File: config.mk
export PLATFORM = sky130hd
export DESIGN_NAME = add_serial_feeder_flat
export DESIGN_NICKNAME = d
export VERILOG_FILES = /design/src/rtl/add_serial_feeder_if.sv /design/src/rtl/add_serial_feeder.sv /design/src/flat_wrapper.sv
export SDC_FILE = /design/constraint.sdc
export NUM_CORES = 1
export LEC_CHECK = 0
export BUFFER_PORTS_ARGS = -buffer_cell sky130_fd_sc_hd__clkbuf_2
export CAP_MARGIN = 0
export CELL_PAD_IN_SITES_DETAIL_PLACEMENT = 0
export CELL_PAD_IN_SITES_GLOBAL_PLACEMENT = 1
export CORE_ASPECT_RATIO = 1.25
export CORE_UTILIZATION = 30
export CTS_BUF_LIST = sky130_fd_sc_hd__clkbuf_4
export DETAILED_ROUTE_END_ITERATION = 6
export GPL_TIMING_DRIVEN = 1
export PLACE_DENSITY_LB_ADDON = 0.12
export SLEW_MARGIN = 20
export SYNTH_ARGS = -nofsm -noshare
export SYNTH_HDL_FRONTEND = slang
export SYNTH_SLANG_ARGS = --single-unit
File: constraint.sdc
create_clock -name clk -period 2.7 [get_ports clk]
set_input_delay 0.135 -clock clk [delete_from_list [all_inputs] [get_ports clk]]
set_output_delay 0.135 -clock clk [all_outputs]
set_load 0.1 [all_outputs]
File: src/rtl/add_serial_feeder_if.sv
// Handshake and adder-side signal bundle for add_serial_feeder.
// The err signal exists only when ADD_SERIAL_FEEDER_CHK_EN is defined.
interface add_serial_feeder_if #(
    parameter int W = 8
);
    logic         in_valid;
    logic         in_ready;
    logic [W-1:0] in_a;
    logic [W-1:0] in_b;
    logic [W-1:0] add_a;
    logic [W-1:0] add_b;
    logic         add_en;
    logic [W-1:0] add_out;
    logic         res_valid;
    logic         res_ready;
    logic [W-1:0] res_sum;
    logic         busy;
`ifdef ADD_SERIAL_FEEDER_CHK_EN
    logic         err;

    modport master (
        input  in_valid, in_a, in_b, add_out, res_ready,
        output in_ready, add_a, add_b, add_en, res_valid, res_sum, busy, err
    );
    modport slave (
        output in_valid, in_a, in_b, add_out, res_ready,
        input  in_ready, add_a, add_b, add_en, res_valid, res_sum, busy, err
    );
`else
    modport master (
        input  in_valid, in_a, in_b, add_out, res_ready,
        output in_ready, add_a, add_b, add_en, res_valid, res_sum, busy
    );
    modport slave (
        output in_valid, in_a, in_b, add_out, res_ready,
        input  in_ready, add_a, add_b, add_en, res_valid, res_sum, busy
    );
`endif
endinterface

File: src/rtl/add_serial_feeder.sv
// Operand sequencer feeding an 8-bit bit-serial adder: operand FIFO, latency timer, result slot.
// Optional sum checker with sticky err output enabled by ADD_SERIAL_FEEDER_CHK_EN.
//
// state   | meaning
// --------+------------------------------------------------------------
// S_IDLE  | no operation; wait for FIFO non-empty
// S_START | operands presented, add_en pulsed to launch the adder
// S_WAIT  | ADD_LAT cycles of serial computation, operands held
// S_CAPT  | load add_out into result slot once the slot is free
// S_REL   | add_en pulsed to return the adder to idle
module add_serial_feeder #(
    parameter int   W         = 8,
    parameter int   DEPTH     = 2,
    parameter int   ADD_LAT   = 8,
    parameter logic EN_ASSERT = 1'b0
) (
    input logic clk,
    input logic rst,
    add_serial_feeder_if.master bus
);
    localparam int AW = (DEPTH > 1) ? $clog2(DEPTH) : 1;
    localparam int CW = $clog2(DEPTH + 1);
    localparam int LW = (ADD_LAT > 1) ? $clog2(ADD_LAT) : 1;

    typedef enum logic [2:0] {S_IDLE, S_START, S_WAIT, S_CAPT, S_REL} state_t;

    state_t         state, state_nxt;
    logic [W-1:0]   mem_a [DEPTH];
    logic [W-1:0]   mem_b [DEPTH];
    logic [AW-1:0]  wr_ptr, rd_ptr;
    logic [CW-1:0]  count, count_nxt;
    logic           in_ready_q;
    logic           push, pop, fifo_empty, capt_load;
    logic [LW-1:0]  wait_cnt;
    logic [W-1:0]   a_q, b_q, sum_q;
    logic           res_valid_q;

    assign fifo_empty = (count == '0);
    assign push       = bus.in_valid && in_ready_q;
    assign count_nxt  = count + CW'(push) - CW'(pop);

    always_comb begin
        state_nxt = state;
        pop       = 1'b0;
        capt_load = 1'b0;
        case (state)
            S_IDLE: begin
                if (!fifo_empty) begin
                    state_nxt = S_START;
                    pop       = 1'b1;
                end
            end
            S_START: state_nxt = S_WAIT;
            S_WAIT: begin
                if (wait_cnt == LW'(ADD_LAT - 1)) state_nxt = S_CAPT;
            end
            S_CAPT: begin
                // slot is free if empty or being drained this cycle
                if (!res_valid_q || bus.res_ready) begin
                    capt_load = 1'b1;
                    state_nxt = S_REL;
                end
            end
            S_REL: begin
                if (!fifo_empty) begin
                    state_nxt = S_START;
                    pop       = 1'b1;
                end else begin
                    state_nxt = S_IDLE;
                end
            end
            default: state_nxt = S_IDLE;
        endcase
    end

    always_ff @(posedge clk) begin
        if (push) begin
            mem_a[wr_ptr] <= bus.in_a;
            mem_b[wr_ptr] <= bus.in_b;
        end
    end

    always_ff @(posedge clk or negedge rst) begin
        if (!rst) begin
            state       <= S_IDLE;
            wr_ptr      <= '0;
            rd_ptr      <= '0;
            count       <= '0;
            in_ready_q  <= 1'b1;
            wait_cnt    <= '0;
            a_q         <= '0;
            b_q         <= '0;
            sum_q       <= '0;
            res_valid_q <= 1'b0;
        end else begin
            state      <= state_nxt;
            count      <= count_nxt;
            in_ready_q <= (count_nxt != CW'(DEPTH));
            if (push) wr_ptr <= wr_ptr + 1'b1;
            if (pop) begin
                rd_ptr <= rd_ptr + 1'b1;
                a_q    <= mem_a[rd_ptr];
                b_q    <= mem_b[rd_ptr];
            end
            if (state == S_WAIT) wait_cnt <= wait_cnt + 1'b1;
            else                 wait_cnt <= '0;
            if (capt_load) begin
                sum_q       <= bus.add_out;
                res_valid_q <= 1'b1;
            end else if (res_valid_q && bus.res_ready) begin
                res_valid_q <= 1'b0;
            end
        end
    end

`ifdef ADD_SERIAL_FEEDER_CHK_EN
    logic err_q;

    always_ff @(posedge clk or negedge rst) begin
        if (!rst) begin
            err_q <= 1'b0;
        end else if (capt_load && (bus.add_out != W'(a_q + b_q))) begin
            err_q <= 1'b1;
        end
    end

    assign bus.err = err_q;
`endif

    assign bus.in_ready  = in_ready_q;
    assign bus.add_a     = a_q;
    assign bus.add_b     = b_q;
    assign bus.add_en    = (state == S_START || state == S_REL) ? EN_ASSERT : ~EN_ASSERT;
    assign bus.res_valid = res_valid_q;
    assign bus.res_sum   = sum_q;
    assign bus.busy      = (state != S_IDLE);
endmodule

File: src/flat_wrapper.sv
// flat-port wrapper written by rule: the top's interface ports become plain ports
module add_serial_feeder_flat 
#(
    parameter int   W         = 8,
    parameter int   DEPTH     = 2,
    parameter int   ADD_LAT   = 8,
    parameter logic EN_ASSERT = 1'b0
)
  (clk, rst, bus_in_valid, bus_in_a, bus_in_b, bus_add_out, bus_res_ready, bus_in_ready, bus_add_a, bus_add_b, bus_add_en, bus_res_valid, bus_res_sum, bus_busy);
  add_serial_feeder_if #(.W(W)) bus_i ();
  input logic clk;
  input logic rst;
  input wire logic [$bits(bus_i.in_valid)-1:0] bus_in_valid;
  input wire logic [$bits(bus_i.in_a)-1:0] bus_in_a;
  input wire logic [$bits(bus_i.in_b)-1:0] bus_in_b;
  input wire logic [$bits(bus_i.add_out)-1:0] bus_add_out;
  input wire logic [$bits(bus_i.res_ready)-1:0] bus_res_ready;
  output wire logic [$bits(bus_i.in_ready)-1:0] bus_in_ready;
  output wire logic [$bits(bus_i.add_a)-1:0] bus_add_a;
  output wire logic [$bits(bus_i.add_b)-1:0] bus_add_b;
  output wire logic [$bits(bus_i.add_en)-1:0] bus_add_en;
  output wire logic [$bits(bus_i.res_valid)-1:0] bus_res_valid;
  output wire logic [$bits(bus_i.res_sum)-1:0] bus_res_sum;
  output wire logic [$bits(bus_i.busy)-1:0] bus_busy;
  assign bus_i.in_valid = bus_in_valid;
  assign bus_i.in_a = bus_in_a;
  assign bus_i.in_b = bus_in_b;
  assign bus_i.add_out = bus_add_out;
  assign bus_i.res_ready = bus_res_ready;
  assign bus_in_ready = bus_i.in_ready;
  assign bus_add_a = bus_i.add_a;
  assign bus_add_b = bus_i.add_b;
  assign bus_add_en = bus_i.add_en;
  assign bus_res_valid = bus_i.res_valid;
  assign bus_res_sum = bus_i.res_sum;
  assign bus_busy = bus_i.busy;
  add_serial_feeder #(.W(W), .DEPTH(DEPTH), .ADD_LAT(ADD_LAT), .EN_ASSERT(EN_ASSERT)) u_core (.clk(clk), .rst(rst), .bus(bus_i));
endmodule
# Word level (Yosys, flattened, before mapping)
# Memory sizes are Yosys's and may differ from the RTL's. A register that Yosys moved wholly into a read port is not among the register bits.
# Index checks and enable logic that the tools add are counted.
# word_totals
ff_bits	20
ram_bits	32
inputBits	28
out_inout_bits	28
elab_cells	52
mem_count	2
# op_classes
add_sub_neg	5
n_eq_ne	9
n_mux	15
n_reduce_logical	13
# memory_table
memory	words	width	read_ports	rd_ports_with_merged_regs	wr	line	rtl
u_core.mem_a	2	8	1	1	1	add_serial_feeder.sv:28	logic [W-1:0] mem_a [DEPTH];
u_core.mem_b	2	8	1	1	1	add_serial_feeder.sv:29	logic [W-1:0] mem_b [DEPTH];
# op_table
op	n
$pmux W3 S5	1
$mux W3	4
$mux W1	10
$eq A3 B2 Y1 const B	2
$eq A3 B3 Y1 const B	2
$ne A2 B1 Y1 const B	2
$ne A2 B2 Y1 const B	2
$add A3 B1 Y3 const B	1
$eq A3 B1 Y1 const B	1
$logic_not A1 Y1	3
$logic_not A3 Y1	1
$reduce_and A3 Y1	1
$reduce_bool A3 Y1	1
$add A1 B1 Y1 const B	2
$add A2 B1 Y2	1
$logic_and A1 B1 Y1	2
$logic_not A2 Y1	1
$logic_or A1 B1 Y1	2
$reduce_bool A2 Y1	1
$reduce_or A2 Y1	1
$sub A2 B1 Y2	1

# Depth between registers and ports, before layout
# depth
depth_word	5
mapped_depth	9
ltp_nobuf	8

# Worst setup path before layout
# Ideal clock, no wire load.
# synth_path
kind	flip-flop to flip-flop
startpoint	reg u_core.in_ready_q (netlist: u_core.bus.in_ready)
endpoint	mem u_core.mem_a[0][0], enable pin
setup_time_ns	0.388
t_arrival_ns	1.764
required_time_ns	2.312
path_slack_ns	0.548
path_stages_with_launch	3
n_path_buf	0
synth_period_minus_slack_ns	2.152
cell_sequence	dfstp_2 nand2_1 nor2_1
# synth_between
elab_chain_len	3
# synth_rtl
item	line	rtl
from (decl)	add_serial_feeder.sv:32	logic in_ready_q;
from (signal assigned)	add_serial_feeder.sv:98	in_ready_q <= (count_nxt != CW'(DEPTH));
$logic_and A1 B1 Y1	add_serial_feeder.sv:39	assign push = bus.in_valid && in_ready_q;
$mux W1	add_serial_feeder.sv:77	if (push) begin
$mux W1 (not written as such)	add_serial_feeder.sv:78	mem_a[wr_ptr] <= bus.in_a;
to (decl)	add_serial_feeder.sv:28	
# Every way passes these cells.

# Worst setup path in the final report
# layout_path
startpoint	reg u_core.state[0]
endpoint	out bus_busy
# layout_between
elab_chain_len	1
# layout_rtl
item	line	rtl
from (decl)	add_serial_feeder.sv:27	state_t state, state_nxt;
from (signal assigned)	add_serial_feeder.sv:96	state <= state_nxt;
$reduce_bool A3 Y1	add_serial_feeder.sv:136	assign bus.busy = (state != S_IDLE);
to (decl)	flat_wrapper.sv:24	output wire logic [$bits(bus_i.busy)-1:0] bus_busy;
# Every way passes these cells.

==> impl_metrics.json <==
{
  "gr-total-overflow": 0,
  "nets": 267,
  "crit_fanout": 9,
  "max_slew.worst_pin.slew_ps": 961.3,
  "cts_buffers": 9,
  "clk_latency_ps": 410,
  "grt_pass1_wl_mm": 8.024,
  "final.setup.worst_slack_ps": 783.3,
  "drive_gt1_frac": 0.4875,
  "vias_per_cell": 4.168,
  "antenna_cells": 0,
  "timing.rr.start": "u_core.state[0]$_DFFE_PN0P_",
  "hpwl_mm": 3.157,
  "place.gp.congestion": 0.6504,
  "dieArea_mm2": 0.009160,
  "crit_start": "u_core.state[0]$_DFFE_PN0P_",
  "maxSlewViolCount": 0,
  "outcome": "finished, final reports clean",
  "die_y_um": 106.8,
  "worstHoldStart": "bus_res_ready",
  "hp-class": "input pin to flop",
  "dpl.cell_count": 316,
  "end_kind": "output port",
  "slew_headroom": 0.3591,
  "rsz0062_at_grt": "false",
  "clkSinkCount": 68,
  "post_cts_buffers": 0,
  "period_needed_ps": 1917,
  "critPathLaunchType": "flop",
  "maxCapViolCount": 0,
  "fin_skew_ps": 20.16,
  "setup_viol": 0,
  "core_area_mm2": 0.008379,
  "root_buffer": "clkbuf_4",
  "final_cell_mix": "clkbuf_2 (55), dfrtp_1 (35), mux2_2 (33), edfxtp_1 (32), dlygate4sd3_1 (25)",
  "grt_max_degree": 37,
  "clkSlewWorstSetupHoldPaths_ps": 100,
  "htreeDepth": 3,
  "pre_cts_slack_ps": 999.8,
  "postRouteWirelength_mm": 4.780,
  "synthCells": 146,
  "synth.avg_cell_area_um2": 18.04,
  "clockBufferDepth": 2,
  "fp-row-count": 37,
  "vias": 1488,
  "place.port_buffers": 55,
  "io_pins": 56,
  "drt-initial-drc-count": 57,
  "final_cells": 357,
  "antenna_left": 0,
  "layout_commonest_cell": "clkbuf_2",
  "min_period_over_period": 0.7099,
  "grt_pass1_vias": 1632,
  "fin_setup_tns_ps": 0,
  "required_ps": 2570,
  "seq_area_frac_synth": 0.7074,
  "synth-edff-count": 32,
  "hold_viol_final": 0,
  "yosys_warnings": 0,
  "synth-async-reset-ratio": 0.5294,
  "cp_data_arrival_time_ps": 1780,
  "crit_type": "flop to output port",
  "antenna_found_initial": 0,
  "drtPass1Iterations": 2,
  "synth_flop_cell": "dfrtp_1",
  "netlist_area_mm2": 0.002634,
  "track_usage": 0.1199,
  "die_w_um": 85.81,
  "synth_nets": 178,
  "synth.distinct_cells": 26,
  "cts_tree": "yes",
  "syn2layout_area_growth_pct": 29.60,
  "final_util": 0.4073,
  "nFillCells": 798,
  "start_util": 0.3143,
  "ys_ff_latch": 68,
  "route.detailed.drc": 0,
  "timing.fmax_mhz": 521.7,
  "wl_per_cell_um": 13.39
}
## kinds of logic after synthesis
logic type / share of synthesized area
flops: 0.7074
mux: 0.1848
simple gates: 0.04418
buf+inv: 0.01995
xor+xnor: 0.01663
fa+ha+maj: 0.01900
compound gates: 0.008076
## cells in the mapped netlist (3+ instances only)
cell type | number | area, um^2
dfrtp_1 | 35 | 875.8
edfxtp_1 | 32 | 960.9
ha_1 | 4 | 50.05
inv_1 | 3 | 11.26
mux2_2 | 33 | 371.6
mux2_4 | 7 | 105.1
nand2b_1 | 4 | 25.02
nor2_1 | 3 | 11.26
xnor2_1 | 3 | 26.28
## critical path, stage by stage (launching register included)
cell and delay [ps]:
dfrtp_1 520, or3_2 490, clkbuf_2 380
## per-layer routing
| layer | GRT usage | up-vias | share of wire |
|---|---|---|---|
| met3 | 0.03464 | 9 | 0.034 |
| met5 | 0 | - | 0 |
| met1 | 0.1336 | 729 | 0.41 |
| met4 | 0.06071 | 0 | 0.019 |
| met2 | 0.2074 | 36 | 0.54 |
| li1 | - | 714 | - |
## what timing repair did
item / 4_1_cts / 5_1_grt
hold buffers: 25 / 0
resized for setup: 0 / 0
hold endpoints to repair: 75 / 0
## area by class of cell
cell class              count  area [um^2]  area share
clock inverters             6        56.30     0.01650
clock buffers              10        75.07     0.02199
flip-flops and latches     68         1863      0.5458
well taps                 117        146.4     0.04289
inverters                   3        11.26    0.003299
multi-input cells          71        720.7      0.2111
repair buffers             82        540.5      0.1584
## per-stage QoR
step	area [um^2]	hold slack, ps
6_report	3413	32.93
5_1_grt	3413	41.72
4_1_cts	3413	10.90
3_5_place_dp	3032	331.1
3_3_place_gp	3032	331.1
2_1_floorplan	2634	-160.6
## flip-flops by register name, summed over array words and instances, names as in the netlist, 2 cells and up
register            cells
u_core.mem_a           16
u_core.mem_b           16
u_core.bus.add_b        8
u_core.count            2
u_core.bus.add_a        8
u_core.wait_cnt         3
u_core.bus.res_sum      8
u_core.state            3
## path summary, 6_finish.rpt
kind | end | slack (ps) | cells after the start
setup reg to reg | u_core.bus.in_ready$_DFF_PN1_ | 1030 | 7
min in group asynchronous | u_core.bus.add_a[4]$_DFFE_PN0P_ | 400 | 2
hold reg to reg | u_core.wait_cnt[0]$_DFF_PN0_ | 460 | 1
max in group asynchronous | u_core.bus.add_b[3]$_DFFE_PN0P_ | 1690 | 2
setup / recovery | bus_busy | 780 | 2
hold / removal | u_core.bus.res_valid$_DFFE_PN0P_ | 30 | 3
Power is left out: the tool's default activity adds up to more than one toggle a clock period on the data nets, which glitch-free logic cannot reach.
